`src/rtl/mult_pkg.sv`:
```
// Encodings shared by the multi-cycle multiply controller and hilo_unit.
package mult_pkg;

   typedef enum logic [1:0] {
      IDLE   = 2'd0,
      LAUNCH = 2'd1,
      WAIT   = 2'd2
   } state_t;

   localparam logic SEL_LO = 1'b0;
   localparam logic SEL_HI = 1'b1;

endpackage

```
`src/rtl/hilo_unit_if.sv`:
```
// Controller-side bus of hilo_unit: MULT issue, MTHI/MTLO writes, MFHI/MFLO reads, stall/busy.
interface hilo_unit_if #(
   parameter int DATA_WIDTH = 32
);
   logic                  mult_req;
   logic [DATA_WIDTH-1:0] op_a;
   logic [DATA_WIDTH-1:0] op_b;
   logic                  mthi;
   logic                  mtlo;
   logic [DATA_WIDTH-1:0] wr_data;
   logic                  rd_req;
   logic                  rd_sel;
   logic [DATA_WIDTH-1:0] rd_data;
   logic                  stall;
   logic                  busy;

   modport master (
      output mult_req, op_a, op_b, mthi, mtlo, wr_data, rd_req, rd_sel,
      input  rd_data, stall, busy
   );

   modport slave (
      input  mult_req, op_a, op_b, mthi, mtlo, wr_data, rd_req, rd_sel,
      output rd_data, stall, busy
   );
endinterface

```
`src/rtl/hilo_regs.sv`:
```
// HI/LO architectural registers: MT vs product write muxing and the read mux.
// With HILO_BYPASS_EN the caller may raise bypass to forward the arriving product.
module hilo_regs
   import mult_pkg::*;
#(
   parameter int DATA_WIDTH = 32
) (
   input  logic                    clk,
   input  logic                    rst_n,
   input  logic                    hi_we,
   input  logic                    lo_we,
   input  logic [DATA_WIDTH-1:0]   wr_data,
   input  logic                    prod_we,
   input  logic [2*DATA_WIDTH-1:0] prod,
   input  logic                    rd_sel,
   input  logic                    bypass,
   output logic [DATA_WIDTH-1:0]   rd_data
);

   logic [DATA_WIDTH-1:0] hi_r;
   logic [DATA_WIDTH-1:0] lo_r;
   logic [DATA_WIDTH-1:0] rd_data_s;

   // HI/LO state; a product write always replaces both halves
   always_ff @(posedge clk or negedge rst_n) begin
      if (!rst_n) begin
         hi_r <= {DATA_WIDTH{1'b0}};
         lo_r <= {DATA_WIDTH{1'b0}};
      end else if (prod_we) begin
         hi_r <= prod[2*DATA_WIDTH-1:DATA_WIDTH];
         lo_r <= prod[DATA_WIDTH-1:0];
      end else begin
         if (hi_we) begin
            hi_r <= wr_data;
         end
         if (lo_we) begin
            lo_r <= wr_data;
         end
      end
   end

   // Read mux: forwarded product half or the stored register
   always_comb begin
      rd_data_s = {DATA_WIDTH{1'b0}};
      if (bypass) begin
         if (rd_sel == SEL_HI) begin
            rd_data_s = prod[2*DATA_WIDTH-1:DATA_WIDTH];
         end else begin
            rd_data_s = prod[DATA_WIDTH-1:0];
         end
      end else if (rd_sel == SEL_HI) begin
         rd_data_s = hi_r;
      end else begin
         rd_data_s = lo_r;
      end
   end

   assign rd_data = rd_data_s;

endmodule

```
`src/rtl/hilo_unit.sv`:
```
// Issue stage around the sequential multiplier: operand latch, launch FSM, HI/LO and hazard stall.
// Optional HILO_BYPASS_EN forwards the product to a read arriving on the mult_valid cycle.
module hilo_unit
   import mult_pkg::*;
#(
   parameter int DATA_WIDTH = 32
) (
   input  logic                    clk,
   input  logic                    rst_n,
   hilo_unit_if.slave              ctl,
   output logic                    mult_start,
   output logic [DATA_WIDTH-1:0]   mult_op1,
   output logic [DATA_WIDTH-1:0]   mult_op2,
   input  logic [2*DATA_WIDTH-1:0] mult_result,
   input  logic                    mult_valid
);

   state_t                state_r;
   logic                  busy_r;
   logic                  start_r;
   logic [DATA_WIDTH-1:0] op1_r;
   logic [DATA_WIDTH-1:0] op2_r;

   logic idle_s;
   logic prod_we_s;
   logic hi_we_s;
   logic lo_we_s;
   logic bypass_s;
   logic stall_s;

   // Hazard decode: MT writes only land while idle, everything else waits for the multiplier
   always_comb begin
      idle_s    = (state_r == IDLE);
      prod_we_s = (state_r == WAIT) && mult_valid;
      hi_we_s   = idle_s && ctl.mthi;
      lo_we_s   = idle_s && ctl.mtlo;
`ifdef HILO_BYPASS_EN
      bypass_s  = prod_we_s && ctl.rd_req && !ctl.mult_req && !ctl.mthi && !ctl.mtlo;
`else
      bypass_s  = 1'b0;
`endif
      if (busy_r && (ctl.mult_req || ctl.mthi || ctl.mtlo || ctl.rd_req) && !bypass_s) begin
         stall_s = 1'b1;
      end else begin
         stall_s = 1'b0;
      end
   end

   // Launch FSM with registered busy/start and operand latch
   always_ff @(posedge clk or negedge rst_n) begin
      if (!rst_n) begin
         state_r <= IDLE;
         busy_r  <= 1'b0;
         start_r <= 1'b0;
         op1_r   <= {DATA_WIDTH{1'b0}};
         op2_r   <= {DATA_WIDTH{1'b0}};
      end else begin
         case (state_r)
            IDLE: begin
               if (ctl.mult_req) begin
                  op1_r   <= ctl.op_a;
                  op2_r   <= ctl.op_b;
                  state_r <= LAUNCH;
                  busy_r  <= 1'b1;
                  start_r <= 1'b1;
               end
            end
            LAUNCH: begin
               state_r <= WAIT;
               start_r <= 1'b0;
            end
            WAIT: begin
               if (mult_valid) begin
                  state_r <= IDLE;
                  busy_r  <= 1'b0;
               end
            end
            default: begin
               state_r <= IDLE;
               busy_r  <= 1'b0;
               start_r <= 1'b0;
            end
         endcase
      end
   end

   hilo_regs #(
      .DATA_WIDTH (DATA_WIDTH)
   ) u_regs (
      .clk     (clk),
      .rst_n   (rst_n),
      .hi_we   (hi_we_s),
      .lo_we   (lo_we_s),
      .wr_data (ctl.wr_data),
      .prod_we (prod_we_s),
      .prod    (mult_result),
      .rd_sel  (ctl.rd_sel),
      .bypass  (bypass_s),
      .rd_data (ctl.rd_data)
   );

   assign ctl.stall  = stall_s;
   assign ctl.busy   = busy_r;
   assign mult_start = start_r;
   assign mult_op1   = op1_r;
   assign mult_op2   = op2_r;

endmodule

```
`src/flat_wrapper.sv`:
```
// flat-port wrapper written by rule: the top's interface ports become plain ports
module hilo_unit_flat import mult_pkg::*;
#(
   parameter int DATA_WIDTH = 32
)
  (clk, rst_n, mult_start, mult_op1, mult_op2, mult_result, mult_valid, ctl_mult_req, ctl_op_a, ctl_op_b, ctl_mthi, ctl_mtlo, ctl_wr_data, ctl_rd_req, ctl_rd_sel, ctl_rd_data, ctl_stall, ctl_busy);
  hilo_unit_if #(.DATA_WIDTH(DATA_WIDTH)) ctl_i ();
  input  logic clk;
  input  logic rst_n;
  output logic mult_start;
  output logic [DATA_WIDTH-1:0] mult_op1;
  output logic [DATA_WIDTH-1:0] mult_op2;
  input  logic [2*DATA_WIDTH-1:0] mult_result;
  input  logic mult_valid;
  input wire logic [$bits(ctl_i.mult_req)-1:0] ctl_mult_req;
  input wire logic [$bits(ctl_i.op_a)-1:0] ctl_op_a;
  input wire logic [$bits(ctl_i.op_b)-1:0] ctl_op_b;
  input wire logic [$bits(ctl_i.mthi)-1:0] ctl_mthi;
  input wire logic [$bits(ctl_i.mtlo)-1:0] ctl_mtlo;
  input wire logic [$bits(ctl_i.wr_data)-1:0] ctl_wr_data;
  input wire logic [$bits(ctl_i.rd_req)-1:0] ctl_rd_req;
  input wire logic [$bits(ctl_i.rd_sel)-1:0] ctl_rd_sel;
  output wire logic [$bits(ctl_i.rd_data)-1:0] ctl_rd_data;
  output wire logic [$bits(ctl_i.stall)-1:0] ctl_stall;
  output wire logic [$bits(ctl_i.busy)-1:0] ctl_busy;
  assign ctl_i.mult_req = ctl_mult_req;
  assign ctl_i.op_a = ctl_op_a;
  assign ctl_i.op_b = ctl_op_b;
  assign ctl_i.mthi = ctl_mthi;
  assign ctl_i.mtlo = ctl_mtlo;
  assign ctl_i.wr_data = ctl_wr_data;
  assign ctl_i.rd_req = ctl_rd_req;
  assign ctl_i.rd_sel = ctl_rd_sel;
  assign ctl_rd_data = ctl_i.rd_data;
  assign ctl_stall = ctl_i.stall;
  assign ctl_busy = ctl_i.busy;
  hilo_unit #(.DATA_WIDTH(DATA_WIDTH)) u_core (.clk(clk), .rst_n(rst_n), .ctl(ctl_i), .mult_start(mult_start), .mult_op1(mult_op1), .mult_op2(mult_op2), .mult_result(mult_result), .mult_valid(mult_valid));
endmodule
```
`config.mk`:
```
export PLATFORM = sky130hd
export DESIGN_NAME = hilo_unit_flat
export DESIGN_NICKNAME = d
export VERILOG_FILES = /design/src/rtl/mult_pkg.sv /design/src/rtl/hilo_unit_if.sv /design/src/rtl/hilo_regs.sv /design/src/rtl/hilo_unit.sv /design/src/flat_wrapper.sv
export SDC_FILE = /design/constraint.sdc
export NUM_CORES = 1
export LEC_CHECK = 0
export ABC_AREA = 0
export BUFFER_PORTS_ARGS = -buffer_cell sky130_fd_sc_hd__buf_2
export CAP_MARGIN = 20
export CORE_MARGIN = 1.5
export CORE_UTILIZATION = 46
export CTS_CLUSTER_SIZE = 14
export DETAILED_ROUTE_END_ITERATION = 8
export HOLD_SLACK_MARGIN = 0.06
export MAX_ROUTING_LAYER = met4
export PLACE_DENSITY = 0.8
export SLEW_MARGIN = 30
export SYNTH_ARGS = -nofsm -noshare
export SYNTH_HDL_FRONTEND = slang
export SYNTH_SLANG_ARGS = --single-unit
export TNS_END_PERCENT = 50
```
`constraint.sdc`:
```
create_clock -name clk -period 1.72 [get_ports clk]
set_input_delay 0.086 -clock clk [delete_from_list [all_inputs] [get_ports clk]]
set_output_delay 0.086 -clock clk [all_outputs]
set_load 0.02 [all_outputs]
```
* After elaboration in Yosys (flattened, before gate mapping)
Cells that the tools add are included.
W data, S select, Z words.
** Cells by class
- Muxes and demuxes :: 13
- Bitwise logic cells :: 2
- Reductions and logical operators :: 14
- Equal/unequal tests :: 4
** Operators by type and width (number)
- $mux W32 :: 5
- $pmux W2 S3 :: 1
- $reduce_and A2 Y1 :: 3
- $logic_and A1 B1 Y1 :: 4
- $mux W2 :: 2
- $ne A2 B2 Y1 const B :: 2
- $reduce_bool A2 Y1 :: 2
- $logic_or A1 B1 Y1 :: 3
- $mux W1 :: 3
- $pmux W1 S3 :: 1
- $reduce_and A3 Y1 :: 1
- $eq A2 B1 Y1 const B :: 1
- $eq A2 B2 Y1 const B :: 1
- $logic_not A2 Y1 :: 1
- $not A1 Y1 :: 2
- $pmux W1 S2 :: 1
** Storage, ports and cells
- Register bits after elaboration :: 132
- Output and inout port bits :: 99
- Word-level logic and storage cells :: 40
- Bits of input ports :: 168

* Logic depth before layout (Yosys ltp)
Gate-level depths: netlist of run 1.
- Depth in word-level cells :: 5
- Gate-level depth with buffers :: 5
- Mapped depth without buffers :: 3

* Hierarchy
A second synthesis of run 1 with hierarchy kept.
** Unflattened totals
- Cells, all modules :: 474
- Area, all modules :: 6553.8 um^2
** Modules (own cells, without submodules)
- hilo_regs :: cells each 317, area each 3727.3 um^2, times used 1
- hilo_unit :: cells each 157, area each 2826.5 um^2, times used 1

* Least setup slack after synthesis of run 1
No wires, ideal clock.
- Path kind :: reg2reg
- From :: register u_core.state_r[1]
- To :: register u_core.op1_r[13] (netlist: u_core.mult_op1[13])
- Period minus slack after synthesis :: 1.380 ns
- Path slack :: 0.340 ns
- Buffers on the path :: 2
- Data required time :: 1.595 ns
- Stages on the path, launching flop included :: 6
- Data arrival time :: 1.255 ns
- Cells stage by stage :: dfrtp_1 -> nor2b_2 -> and2_4 -> buf_8 -> buf_12 -> mux2_4
** On the way
- Word-level cells in the longest chain between the ends :: 2
** Ends and longest elaborated chain
- from (decl) :: RTL line hilo_unit.sv:18 : state_t state_r;
- from (signal assigned) :: RTL line hilo_unit.sv:52 : state_r <= IDLE;
- from (signal assigned) :: RTL line hilo_unit.sv:63 : state_r <= LAUNCH;
- from (signal assigned) :: RTL line hilo_unit.sv:69 : state_r <= WAIT;
- $logic_not A2 Y1 :: RTL line hilo_unit.sv:58 : case (state_r)
- $reduce_and A2 Y1 (no source line)
- to (signal assigned) :: RTL line hilo_unit.sv:55 : op1_r <= {DATA_WIDTH{1'b0}};
- to (signal assigned) :: RTL line hilo_unit.sv:61 : op1_r <= ctl.op_a;
- to (decl) :: RTL line hilo_unit.sv:21 : logic [DATA_WIDTH-1:0] op1_r;
Every way passes these cells.
A chain may end at the register's enable or synchronous reset.

* Final worst setup path of run 1
- From :: register u_core.state_r[1]
- To :: register u_core.u_regs.lo_r[2]
** On the way
- Word-level cells in the longest chain between the ends :: 3
- Elaborated cells between the ends (all ways) :: 6
- Those cells by class :: eq/ne (1); mux (1); reduce/logical (4)
** Ends and longest elaborated chain
- $eq A2 B2 Y1 or $logic_not A2 Y1 (tied branches) :: RTL line hilo_unit.sv:34, hilo_unit.sv:33
- $logic_and A1 B1 Y1, on equally long branches :: RTL line hilo_unit.sv:34, hilo_unit.sv:36
- $mux W32 or $reduce_bool A2 Y1 (tied branches)
- to (signal assigned) :: RTL line hilo_regs.sv:28 : lo_r <= {DATA_WIDTH{1'b0}};
- to (signal assigned) :: RTL line hilo_regs.sv:31 : lo_r <= prod[DATA_WIDTH-1:0];
- to (signal assigned) :: RTL line hilo_regs.sv:37 : lo_r <= wr_data;
- to (decl) :: RTL line hilo_regs.sv:21 : logic [DATA_WIDTH-1:0] lo_r;
Several ways; a longest one is shown, not always the timed one.

==> results of run 1 <==
==> critical path, stage by stage, from the launching register on <==
cell,delay [ns]
dfrtp_1,0.41
buf_12,0.19
nand2_2,0.19
buf_12,0.24
a2bb2oi_1,0.25
o22a_1,0.18
==> timing repair <==
| item | in CTS | in global routing |
|---|---|---|
| endpoints found under the hold margin | 117 | 0 |
| gates resized for setup | 0 | 0 |
| hold buffers | 77 | 0 |
| setup endpoints to repair | 0 | 0 |
==> final cells by class <==
type | count | area share
tap | 176 | 0.0242
sequential | 132 | 0.364
multi-input combinational | 270 | 0.288
clock buffer | 19 | 0.0477
inverter | 4 | 0.00165
clock inverter | 11 | 0.0178
timing repair buffer | 362 | 0.257
==> metal layers <==
layer | vias to the layer above | GRT usage | routed length (um)
met1 | 2603 | 0.314 | 7170
li1 | 2369 | - | -
met5 | - | - | 0
met4 | 0 | 0.144 | 697
met2 | 222 | 0.466 | 9590
met3 | 51 | 0.0527 | 1030
==> sequential cells by signal, summed over array words and instances (netlist names) <==
signal	flops
u_core.mult_op1	32
u_core.mult_op2	32
u_core.u_regs.hi_r	32
u_core.u_regs.lo_r	32
u_core.state_r	2
u_core.ctl.busy	1
u_core.mult_start	1
==> metrics by stage <==
step,hold slack (ns),instances
detailed placement,0.0519,867
floorplan,-0.210,447
global placement,0.0360,867
CTS,0.0639,974
finish,0.0692,974
global route,0.0817,974
==> worst paths after layout <==
kind / start / end / slack (ns) / depth (start not counted)
worst max-delay path: u_core.state_r[1] / u_core.u_regs.lo_r[2] / 0.17 / 5
worst min-delay path: mult_result[4] / u_core.u_regs.lo_r[4] / 0.07 / 3
worst max register to register: u_core.state_r[1] / u_core.u_regs.lo_r[2] / 0.17 / 5
worst min register to register: u_core.u_regs.hi_r[1] / u_core.u_regs.hi_r[1] / 0.49 / 1
max in group asynchronous: rst_n / u_core.state_r[0] / 0.84 / 3
min in group asynchronous: rst_n / u_core.u_regs.hi_r[17] / 0.15 / 2
==> power by group <==
| part | internal, mW | total [mW] | leakage (nW) | switching, mW |
|---|---|---|---|---|
| Sequential | 4.69 | 5.61 | 1.50 | 0.919 |
| Combinational | 3.86 | 8.01 | 2.52 | 4.16 |
| Clock | 2.39 | 3.69 | 0.292 | 1.30 |
==> cells in the mapped netlist, drive strengths merged <==
master and instances:
nand2 2, o22a 60, nand3 1, a21oi 3, and2 1, and3b 1
o21ai 2, nor4 1, inv 4, nand2b 2, dfrtp 132, nor2 31
buf 28, o21a 1, a2bb2oi 63, clkbuf 13, nor2b 1, a31oi 1
mux2 95, o22ai 5
==> cells by family (layout without fill, tap and decap cells) <==
logic type,after synthesis,after routing,share of synthesized area
mux,95,95,0.201
compound gates,135,135,0.188
flops,132,132,0.530
simple gates,40,40,0.0303
buf+inv,45,396,0.0504
==> metrics.cfg, run 1 <==
[synth]
syn_avg_cell_area_sq_um = 13.9
ys_seq_area_frac = 0.530
synth_cell_type_count = 26
syn-num-nets = 615
yosys.area.top_type = dfrtp_1
synth.area.top_cells = dfrtp_1 (53%), mux2_4 (12%), a2bb2oi_1 (8.9%), o22a_1 (8.4%), mux2_2 (8.3%)
yosysWarnings = 0
synth_top_area_share = 0.530
syn_area_sq_um = 6230
ys_ff_latch = 132
synthCells = 447

[die]
io_pins = 267
fp-row-count = 42
die_h_um = 119
die_w_um = 119
die_area_sq_um = 14300
coreArea_sq_um = 13200
start_util = 0.470

[power_and_ir_drop]
p_leak_nw = 4.31
total_power_mw = 17.3
power_density_nw_per_um2 = 1910
irDropWorstVdd_mv = 0.987

[cts]
worstSkewPairLatency_ns = 0.42
cts-root-buf = clkbuf_16
cts_tree = yes
htree_levels = 4
cts_setup_buffers = 0
cts_sinks = 132
clk_path_buf_depth = 2
cts_buffers = 17
path_clk_slew_ns = 0.06

[sta]
setup_viol = 0
hold_viol_final = 0
grt_setup_unrepaired = false
drv_slew = 0
worst_pin_slew_ns = 0.427
fin_ws_ns = 0.171
slew_headroom = 0.715
post-route-period-util = 0.901
post-route-min-period_ns = 1.55
finClkSkew_ns = 0.00947
fmax_ghz = 0.645
setup_tns_ns = 0

[grt]
grt_max_degree = 71
grt_pass1_vias = 5675
grt_antenna_before_repair = 0
track_usage = 0.276
grt.overflow.total = 0
grt_first_pass_wirelength_um = 29400

[setup_path]
critical_path_class = reg -> reg
end_kind = flip-flop
cp_max_fo = 40
arrival_ns = 1.91
worstPathRequired_ns = 2.08
start_kind = flip-flop

[outcome]
status = complete, no violations

[detailed_routing]
drtAntennaViolNets = 0
vias_per_cell = 5.39
vias = 5245
drt-total-wl_um = 18500
drt_iter0_markers = 331
drcViolationCount = 0
wl_per_cell_um = 19.0
drt-pass1-iter-count = 5

[place]
gp_congestion = 0.785
dpl_cell_area_sq_um = 7720
io_buffers = 266
dp_slack_ns = 0.166
dp_hpwl_um = 11800

[cells_and_area]
final_cell_mix = buf_2 (265), dfrtp_1 (131), dlygate4sd3_1 (77), a2bb2oi_1 (63), o22a_1 (60)
diodes = 0
final_layout_size_suffix_gt1_frac = 0.521
final-seq-area_sq_um = 3300
nets = 955
multi_input_area_sq_um = 2620
design_area_sq_um = 9080
utilization = 0.686
nFillCells = 966
syn2layout_area_growth_pct = 45.8
mostFrequentLayoutCell = buf_2

[job]
drv_cap = 0

[min_path]
hold_class = in -> reg

(Power assumes the default switching activity.)
==> run 2: changes to the inputs <==
==> constraint.sdc (replaced) <==
create_clock -name clk -period 1.6 [get_ports clk]
set_input_delay 0.08 -clock clk [delete_from_list [all_inputs] [get_ports clk]]
set_output_delay 0.08 -clock clk [all_outputs]
set_load 0.02 [all_outputs]
==> run 2 against run 1 <==
  * Setup slack worse by 0.065 ns
  * Clock power down 3%
  * Final cell count up 0.31%
  * Die area unchanged
  * Total power up 6.1%
  * Sequential power up 7.5%
  * Largest cell class unchanged
  * Global-route usage down 0.16 points
  * Critical path type unchanged
  * Non-clock buffer count up 1
  * Highest routed layer unchanged
  * Critical path depth down 1
  * Clock-buffer cell count up 7
  * Combinational power up 9.2%
  * First-iteration DRC count up 6.6%
==> metrics.cfg, run 2 (synthesis results as in run 1) <==
[cells_and_area]
nFillCells = 974
final_cell_mix = buf_2 (265), dfrtp_1 (131), dlygate4sd3_1 (73), a2bb2oi_1 (63), o22a_1 (60)
syn2layout_area_growth_pct = 45.7
nets = 956
multi_input_area_sq_um = 2620
fin_cells = 977
mostFrequentLayoutCell = buf_2
final-seq-area_sq_um = 3300
final_layout_size_suffix_gt1_frac = 0.523

[grt]
grt_antenna_before_repair = 1
track_usage = 0.275
grt.overflow.total = 0
grt_use_met3 = 0.0623
busiest_layer = met2
met1_usage = 0.310
grt_pass1_vias = 5779
use_met2 = 0.473
grt_max_degree = 65
grt_first_pass_wirelength_um = 29600

[cts]
htree_levels = 4
cts_sinks = 132
cts_setup_buffers = 0
cts-root-buf = clkbuf_16
clk_path_buf_depth = 2
cts_buffers = 17
worstSkewPairLatency_ns = 0.41
cts_tree = yes
path_clk_slew_ns = 0.05

[die]
fp-row-count = 42
die_h_um = 119
io_pins = 267
start_util = 0.470
die_area_sq_um = 14300
die_w_um = 119
coreArea_sq_um = 13200

[place]
dp_hpwl_um = 12100
dp_slack_ns = 0.102
gp_congestion = 0.792
io_buffers = 266
dp.cells = 872

[setup_path]
arrival_ns = 1.77
start_kind = flip-flop
worstPathRequired_ns = 1.88
cp_max_fo = 27
end_kind = flip-flop
critical_path_class = reg -> reg

[detailed_routing]
wl_per_cell_um = 19.0
vias = 5241
vias_per_cell = 5.36
drcViolationCount = 0
drt-pass1-iter-count = 4
drt_iter0_markers = 353
drtAntennaViolNets = 0
drt-total-wl_um = 18600

[power_and_ir_drop]
irDropWorstVdd_mv = 1.11
sw_frac_of_total = 0.370
pwr-share-seq = 0.328
comb_power_share = 0.476
p_leak_nw = 4.30
p_clk_frac = 0.195
p_int_mw = 11.6
power_density_nw_per_um2 = 2020
p_switching_mw = 6.79

[sta]
worst_pin_slew_ns = 0.397
fin_ws_ns = 0.106
setup_viol = 0
setup_tns_ns = 0
fmax_ghz = 0.669
finClkSkew_ns = 0.00948
post-route-period-util = 0.934
hold_viol_final = 0
post-route-min-period_ns = 1.49
drv_slew = 0
grt_setup_unrepaired = false
slew_headroom = 0.735

[job]
drv_cap = 0

[min_path]
hold_class = in -> reg

[outcome]
status = complete, no violations

[run 2: changes by cell type in the layout (fill, tap and decap cells not counted), sizes merged]
| cell | change |
|---|---|
| buf | +5 |
| dlygate4sd3 | -4 |
| diode | +2 |
| bufinv | -3 |
| clkbuf | +7 |
| clkinv | -4 |
[run 2: worst max-delay path: stages (launching register included)]
cell	delay, ns
dfrtp_1	0.42
nor2b_2	0.15
and2_4	0.21
buf_12	0.22
mux2_2	0.36
[run 2: timing repair]
action,in CTS,in global routing
endpoints found under the hold margin,201,0
hold buffers,73,0
resized for setup,0,0
endpoints found under the setup margin,0,0
[run 2: stage by stage]
step	total power [mW]	utilization	cell area, sq um	hold WS [ns]
final	18.4	0.685	9080	0.0783
after global routing	19.3	0.685	9070	0.0742
after CTS	18.4	0.685	9070	0.0614
after detailed placement	14.6	0.589	7790	0.0318
after global placement	14.2	0.589	7790	0.0263
after floorplan	11.9	-	6230	-0.216
[run 2: worst paths after layout]
| check | start | end | slack, ns | cells after the start |
|---|---|---|---|---|
| worst max register to register | u_core.state_r[1] | u_core.mult_op1[3] | 0.11 | 4 |
| max in group asynchronous | rst_n | u_core.mult_op1[6] | 0.83 | 3 |
| worst max-delay path | u_core.state_r[1] | u_core.mult_op1[3] | 0.11 | 4 |
| min in group asynchronous | rst_n | u_core.u_regs.lo_r[19] | 0.16 | 2 |
| worst min register to register | u_core.u_regs.lo_r[30] | u_core.u_regs.lo_r[30] | 0.49 | 1 |
| worst min-delay path | mult_result[4] | u_core.u_regs.lo_r[4] | 0.08 | 3 |
[run 2: power groups by stage]
stage	Clock, mW	Sequential, mW	Combinational, mW
floorplan	0	6.85	5.06
global placement	0	5.88	8.30
detailed placement	0	5.97	8.60
CTS	3.66	5.98	8.76
global route	3.83	6.21	9.27
finish	3.58	6.03	8.75
[run 2: metal layers]
metal | routed length (um) | part of all wire | vias up
met2 | 9830 | 0.53 | 197
met3 | 878 | 0.047 | 40
met5 | 0 | 0 | -
met1 | 7360 | 0.40 | 2628
li1 | - | - | 2376
met4 | 534 | 0.029 | 0
[run 2: area by class of cell]
type | instances | share of cell area
diodes | 2 | 0.000551
clock buffers | 26 | 0.0550
clock inverters | 4 | 0.00524
inverters | 4 | 0.00165
multi-input cells | 270 | 0.288
flip-flops and latches | 132 | 0.364
well taps | 176 | 0.0243
repair buffers | 363 | 0.261
